<file path="src/rtl/pdm_sample_feeder.sv">
// pdm_sample_feeder: FIFO-buffered PCM pacer feeding the pdm modulator.
// Define PDM_FEEDER_INTERP_EN for linear interpolation (default: hold).
module pdm_sample_feeder #(
  parameter int WIDTH      = 16,
  parameter int OSR_LOG2   = 6,
  parameter int FIFO_DEPTH = 4
) (
  input  logic                          clk_in,
  input  logic                          rst_n_in,
  input  logic [WIDTH-1:0]              sample_in,
  input  logic                          sample_valid_in,
  output logic                          sample_ready_out,
  output logic [WIDTH-1:0]              level_out,
  output logic                          tick_out,
  output logic                          underrun_out,
  input  logic                          clear_underrun_in,
  output logic [$clog2(FIFO_DEPTH):0]   fifo_count_out
);

  localparam int PW = $clog2(FIFO_DEPTH);
  localparam int CW = PW + 1;
  localparam logic [CW-1:0] FULL = CW'(FIFO_DEPTH);
  localparam logic [WIDTH-1:0] MID =
    {1'b1, {(WIDTH-1){1'b0}}};

  logic [WIDTH-1:0]    r_mem [FIFO_DEPTH];
  logic [PW-1:0]       r_wptr;
  logic [PW-1:0]       r_rptr;
  logic [CW-1:0]       r_count;
  logic                r_ready;
  logic [OSR_LOG2-1:0] r_phase;
  logic [WIDTH-1:0]    r_cur;
  logic                r_tick;
  logic                r_underrun;
  logic [WIDTH-1:0]    r_level;

  logic                w_push;
  logic                w_pop;
  logic                w_empty;
  logic                w_boundary;
  logic [CW-1:0]       w_count_next;
  logic [WIDTH-1:0]    w_cur_new;
  logic [WIDTH-1:0]    w_y;

  assign w_empty    = (r_count == '0);
  assign w_boundary = &r_phase;
  assign w_push     = sample_valid_in & r_ready;
  assign w_pop      = w_boundary & ~w_empty;
  assign w_cur_new  = w_pop ? r_mem[r_rptr] : r_cur;

  // Occupancy after this cycle's push/pop.
  always_comb begin
    w_count_next = r_count;
    unique case ({w_push, w_pop})
      2'b10:   w_count_next = r_count + 1'b1;
      2'b01:   w_count_next = r_count - 1'b1;
      default: w_count_next = r_count;
    endcase
  end

  // Sample storage; pointers gate validity, so no reset.
  always_ff @(posedge clk_in) begin
    if (w_push) r_mem[r_wptr] <= sample_in;
  end

  // FIFO pointers, count and registered ready.
  always_ff @(posedge clk_in or negedge rst_n_in) begin
    if (!rst_n_in) begin
      r_wptr  <= '0;
      r_rptr  <= '0;
      r_count <= '0;
      r_ready <= 1'b1;
    end else begin
      if (w_push) r_wptr <= r_wptr + 1'b1;
      if (w_pop)  r_rptr <= r_rptr + 1'b1;
      r_count <= w_count_next;
      r_ready <= (w_count_next != FULL);
    end
  end

  // Phase, boundary tick, current sample and sticky underrun.
  always_ff @(posedge clk_in or negedge rst_n_in) begin
    if (!rst_n_in) begin
      r_phase    <= '0;
      r_cur      <= '0;
      r_tick     <= 1'b0;
      r_underrun <= 1'b0;
    end else begin
      r_phase <= r_phase + 1'b1;
      r_tick  <= w_boundary;
      r_cur   <= w_cur_new;
      if (w_boundary && w_empty)
        r_underrun <= 1'b1;
      else if (clear_underrun_in)
        r_underrun <= 1'b0;
    end
  end

`ifdef PDM_FEEDER_INTERP_EN
  localparam int AW = WIDTH + 1 + OSR_LOG2;

  logic signed [AW-1:0] r_acc;
  logic signed [WIDTH:0] r_step;
  logic [AW-1:0]        w_acc_load;
  logic [WIDTH:0]       w_step_new;

  // The outgoing cur is the new segment's start point.
  assign w_acc_load =
    {{(OSR_LOG2+1){r_cur[WIDTH-1]}}, r_cur} << OSR_LOG2;
  assign w_step_new =
    {w_cur_new[WIDTH-1], w_cur_new} -
    {r_cur[WIDTH-1], r_cur};
  assign w_y = r_acc[OSR_LOG2 +: WIDTH];

  // Ramp accumulator: reload at boundary, step otherwise.
  always_ff @(posedge clk_in or negedge rst_n_in) begin
    if (!rst_n_in) begin
      r_acc  <= '0;
      r_step <= '0;
    end else if (w_boundary) begin
      r_acc  <= w_acc_load;
      r_step <= w_step_new;
    end else begin
      r_acc <= r_acc + {{OSR_LOG2{r_step[WIDTH]}}, r_step};
    end
  end
`else
  assign w_y = r_cur;
`endif

  // Offset-binary output level, midscale at reset.
  always_ff @(posedge clk_in or negedge rst_n_in) begin
    if (!rst_n_in) r_level <= MID;
    else           r_level <= {~w_y[WIDTH-1], w_y[WIDTH-2:0]};
  end

  assign sample_ready_out = r_ready;
  assign level_out        = r_level;
  assign tick_out         = r_tick;
  assign underrun_out     = r_underrun;
  assign fifo_count_out   = r_count;

endmodule

</file>
<file path="config.mk">
export PLATFORM = sky130hd
export DESIGN_NAME = pdm_sample_feeder
export DESIGN_NICKNAME = d
export VERILOG_FILES = /design/src/rtl/pdm_sample_feeder.sv
export SDC_FILE = /design/constraint.sdc
export NUM_CORES = 1
export LEC_CHECK = 0
export ABC_CLOCK_PERIOD_IN_PS = 7300
export BUFFER_PORTS_ARGS = -buffer_cell sky130_fd_sc_hd__buf_4
export CORE_ASPECT_RATIO = 0.5
export CORE_UTILIZATION = 40
export CTS_CLUSTER_DIAMETER = 80
export CTS_CLUSTER_SIZE = 40
export DETAILED_ROUTE_END_ITERATION = 8
export PLACE_DENSITY = 0.62
export SYNTH_ARGS = -nofsm -noshare
export SYNTH_HDL_FRONTEND = slang
export SYNTH_SLANG_ARGS = --single-unit
</file>
<file path="constraint.sdc">
create_clock -name clk_in -period 7.3 [get_ports clk_in]
set_input_delay 0.365 -clock clk_in [delete_from_list [all_inputs] [get_ports clk_in]]
set_output_delay 0.365 -clock clk_in [all_outputs]
set_load 0.1 [all_outputs]
</file>
==> impl_metrics.csv <==
group,metric,value,unit
sta,finalCriticalPeriod,2.84,ns
clock_network,cts.htree.levels,3,
clock_network,cts_tree,"built",
pwr,combPwrFrac,0.165,
sta,setup_viol,0,
global_route,grt_max_degree,49,
pwr,intPower,1.11,mW
global_route,grtUsageMet2,0.235,
worst_setup_path,worstSetupPathType,"reg2reg",
sta,hold_viol,0,
worst_setup_path,path_delay_family,"simple AND/OR/NAND/NOR gates",
flow_run,drv_cap,0,
worst_setup_path,required,7.58,ns
layout,area_growth,17.8,%
synth,yosys_warnings,0,
global_route,met3_usage,0.0460,
pwr,leakage,1.96,nW
placed_design,place_congestion,0.633,
worst_setup_path,cp_num_buf_inv,2,
pwr,p_seq_frac,0.519,
worst_setup_path,crit_path_start_kind,"flip-flop",
worst_setup_path,worstPathMaxFanout,18,
floorplanning,core_area,9700,sq um
floorplanning,start_util,0.422,
synth,yosysSeqAreaShare,0.764,
layout,fin_cells,383,
placed_design,dp_cells,367,
global_route,antenna_found_initial,0,
worst_setup_path,slowest_delay,0.39,ns
clock_network,max-clock-path-buffers,2,
pwr,switching_share,0.285,
synth,synth_cell_types,26,
global_route,first_global_vias,2016,
clock_network,post_cts_resized,0,
global_route,grt-ovfl-total,0,
floorplanning,die_area,10700,sq um
sta,post-route-period-util,0.389,
global_route,grt_pass1_wl,10300,um
worst_setup_path,slowest_stage,"dfrtp_1",
layout,nNetsFinal,270,
layout,antenna_cells,0,
sta,rsz0062_at_grt,"no",
synth,synthCells,196,
synth,ys_seq_elements,112,
synth,synth_top_cell_by_area,"edfxtp_1",
global_route,met1_usage,0.151,
worst_setup_path,rr_worst_depth,10,
clock_network,ctsRootBufferMaster,"clkbuf_16",
detailed_routing,ant_nets,0,
run_status,outcome,"finished, final reports clean",
clock_network,hold_buffers,0,
worst_setup_path,worstPathArrival,3.12,ns
synth,synth_nets,223,
sta,final.setup.tns,0,ns
synth,synth.top_cell.area_share,0.470,
pwr,totalPowerFinal,1.56,mW
clock_network,numCtsBuffers,9,
worst_setup_path,critical_path.cell_chain,"ha_1 -> and4_1 -> nand3_4 -> inv_1 -> ha_1 -> inv_1 -> fa_1 -> xor2_1 -> or3_1 -> a211o_1",
clock_network,cts_setup_buffers,0,
layout,drive_gt1_frac,0.355,
floorplanning,io_pins,42,
synth,syn_area,4090,sq um
detailed_routing,wire_per_inst,17.1,um
pwr,switchingPower,444,uW
worst_setup_path,cp.depth,10,
pwr,p_per_area,324,nW/um^2
layout,multi_input_area,873,sq um
sta,fmax,352,MHz
placed_design,dp_hpwl,4050,um
synth,synth_area_per_cell,20.9,sq um
hold_path,worstHoldPathType,"in2async",
detailed_routing,drt_pass1_iterations,4,
detailed_routing,vias,1833,
layout,regArea,3130,sq um
clock_network,clock_latency,0.35,ns
floorplanning,fp.dieH,73.5,um
worst_setup_path,crit_path_end_kind,"flip-flop",
clock_network,cts.sinks,112,
clock_network,clk_pin_slew,0.08,ns
sta,drv_slew,0,
sta,worst_pin_slew,1.10,ns
sta,relSlewSlack,0.270,
synth,yosys-top-cells-area,"edfxtp_1, dfrtp_1, mux4_2",
sta,fin_skew,0.00812,ns
detailed_routing,wl,6550,um
pwr,vdd_drop_max,163,uV
sta,fin_hold_ws,0.0321,ns
global_route,gr-usage-all-layers,0.136,
detailed_routing,first_iter_violations,108,
pwr,clockPowerShare,0.316,
placed_design,numPortBuffers,41,
layout,num-fill-cells,797,
floorplanning,fp-row-count,25,
global_route,busiest_layer,"met2",
detailed_routing,viasPerCell,4.79,
floorplanning,die_width,145,um
detailed_routing,drc,0,
power groups by stage:
stage          clock [mW]  combinational [mW]  sequential (mW)
2_1_floorplan           0               0.102            0.892
3_3_place_gp            0               0.253            0.814
3_5_place_dp            0               0.262            0.822
4_1_cts             0.502               0.263            0.809
5_1_grt             0.526               0.279            0.816
6_report            0.493               0.257            0.808
cells by family (layout without fill, tap and decap cells):
family          after synthesis  count (layout)  share of synthesized area
compound gates                3               3                    0.00490
simple gates                 16              16                     0.0242
buf+inv                      15              67                     0.0220
flops                       112             112                      0.764
xor+xnor                      9               9                     0.0193
fa+ha+maj                     7               7                     0.0233
mux                          34              34                      0.142
area by class of cell:
cell class | count | share of cell area
clock buffers | 9 | 0.0468
flip-flops and latches | 112 | 0.649
inverters | 10 | 0.00779
clock inverters | 7 | 0.0161
well taps | 135 | 0.0351
multi-input cells | 69 | 0.181
repair buffers | 41 | 0.0639
worst register-to-register path, cell delays in order, from the launching register on:
cell and delay [ns]:
dfrtp_1 0.39, ha_1 0.22, and4_1 0.28, nand3_4 0.29
inv_1 0.14, ha_1 0.19, inv_1 0.07, fa_1 0.38
xor2_1 0.17, or3_1 0.33, a211o_1 0.30
final timing paths:
path                                            from  slack (ns)                          to
worst max-delay path            r_phase[0]$_DFF_PN0_        4.46  sample_ready_out$_DFF_PN1_
worst min-delay path                        rst_n_in        0.03        r_cur[8]$_DFFE_PN0P_
min in group clk_in                    sample_in[10]        0.21      r_mem[3][10]$_DFFE_PP_
worst max register to register  r_phase[0]$_DFF_PN0_        4.46  sample_ready_out$_DFF_PN1_
max in group asynchronous                   rst_n_in        6.84       r_cur[15]$_DFFE_PN0P_
worst min register to register  r_cur[6]$_DFFE_PN0P_        0.37      level_out[6]$_DFF_PN0_
sequential cells by signal, indices dropped and copies added (netlist names):
name / cells
fifo_count_out: 3
tick_out: 1
r_mem: 64
sample_ready_out: 1
level_out: 16
underrun_out: 1
r_phase: 6
r_rptr: 2
r_cur: 16
r_wptr: 2
through the flow:
stage	utilization	setup slack [ns]	cell area, sq um
finish	0.497	4.46	4820
detailed placement	0.465	4.48	4510
CTS	0.497	4.46	4820
global route	0.497	4.34	4820
global placement	0.465	4.63	4510
floorplan	-	4.31	4090
synthesized netlist by cell type:
cell and n:
fa_1 1, inv_1 10, xnor2_1 6, buf_2 2, dfstp_2 2, nand3_4 1, nand2_1 4, and3_1 4
edfxtp_1 64, buf_6 2, mux2i_1 1, and4_1 1, dfrtp_1 46, mux4_2 11, mux4_1 5, xor2_1 3
buf_12 1, or3_1 2, ha_1 6, nand3_1 2, nor2_1 1, mux2_2 17, nand4_1 1, o22ai_1 1
o21ai_0 1, a211o_1 1
layout by cell type (no fill, tap or decap), types with 4 or more instances in the layout:
cell,n
and3_1,4
edfxtp_1,64
mux4_1,5
dfrtp_1,46
mux4_2,11
nand2_1,4
clkbuf_16,9
mux2_2,17
xnor2_1,6
inv_1,10
buf_4,41
ha_1,6
layer usage:
| metal | vias up | share of wire |
|---|---|---|
| li1 | 838 | - |
| met1 | 931 | 0.43 |
| met3 | 14 | 0.046 |
| met2 | 50 | 0.50 |
| met5 | - | 0 |
| met4 | 0 | 0.023 |
(Power assumes the default switching activity.)
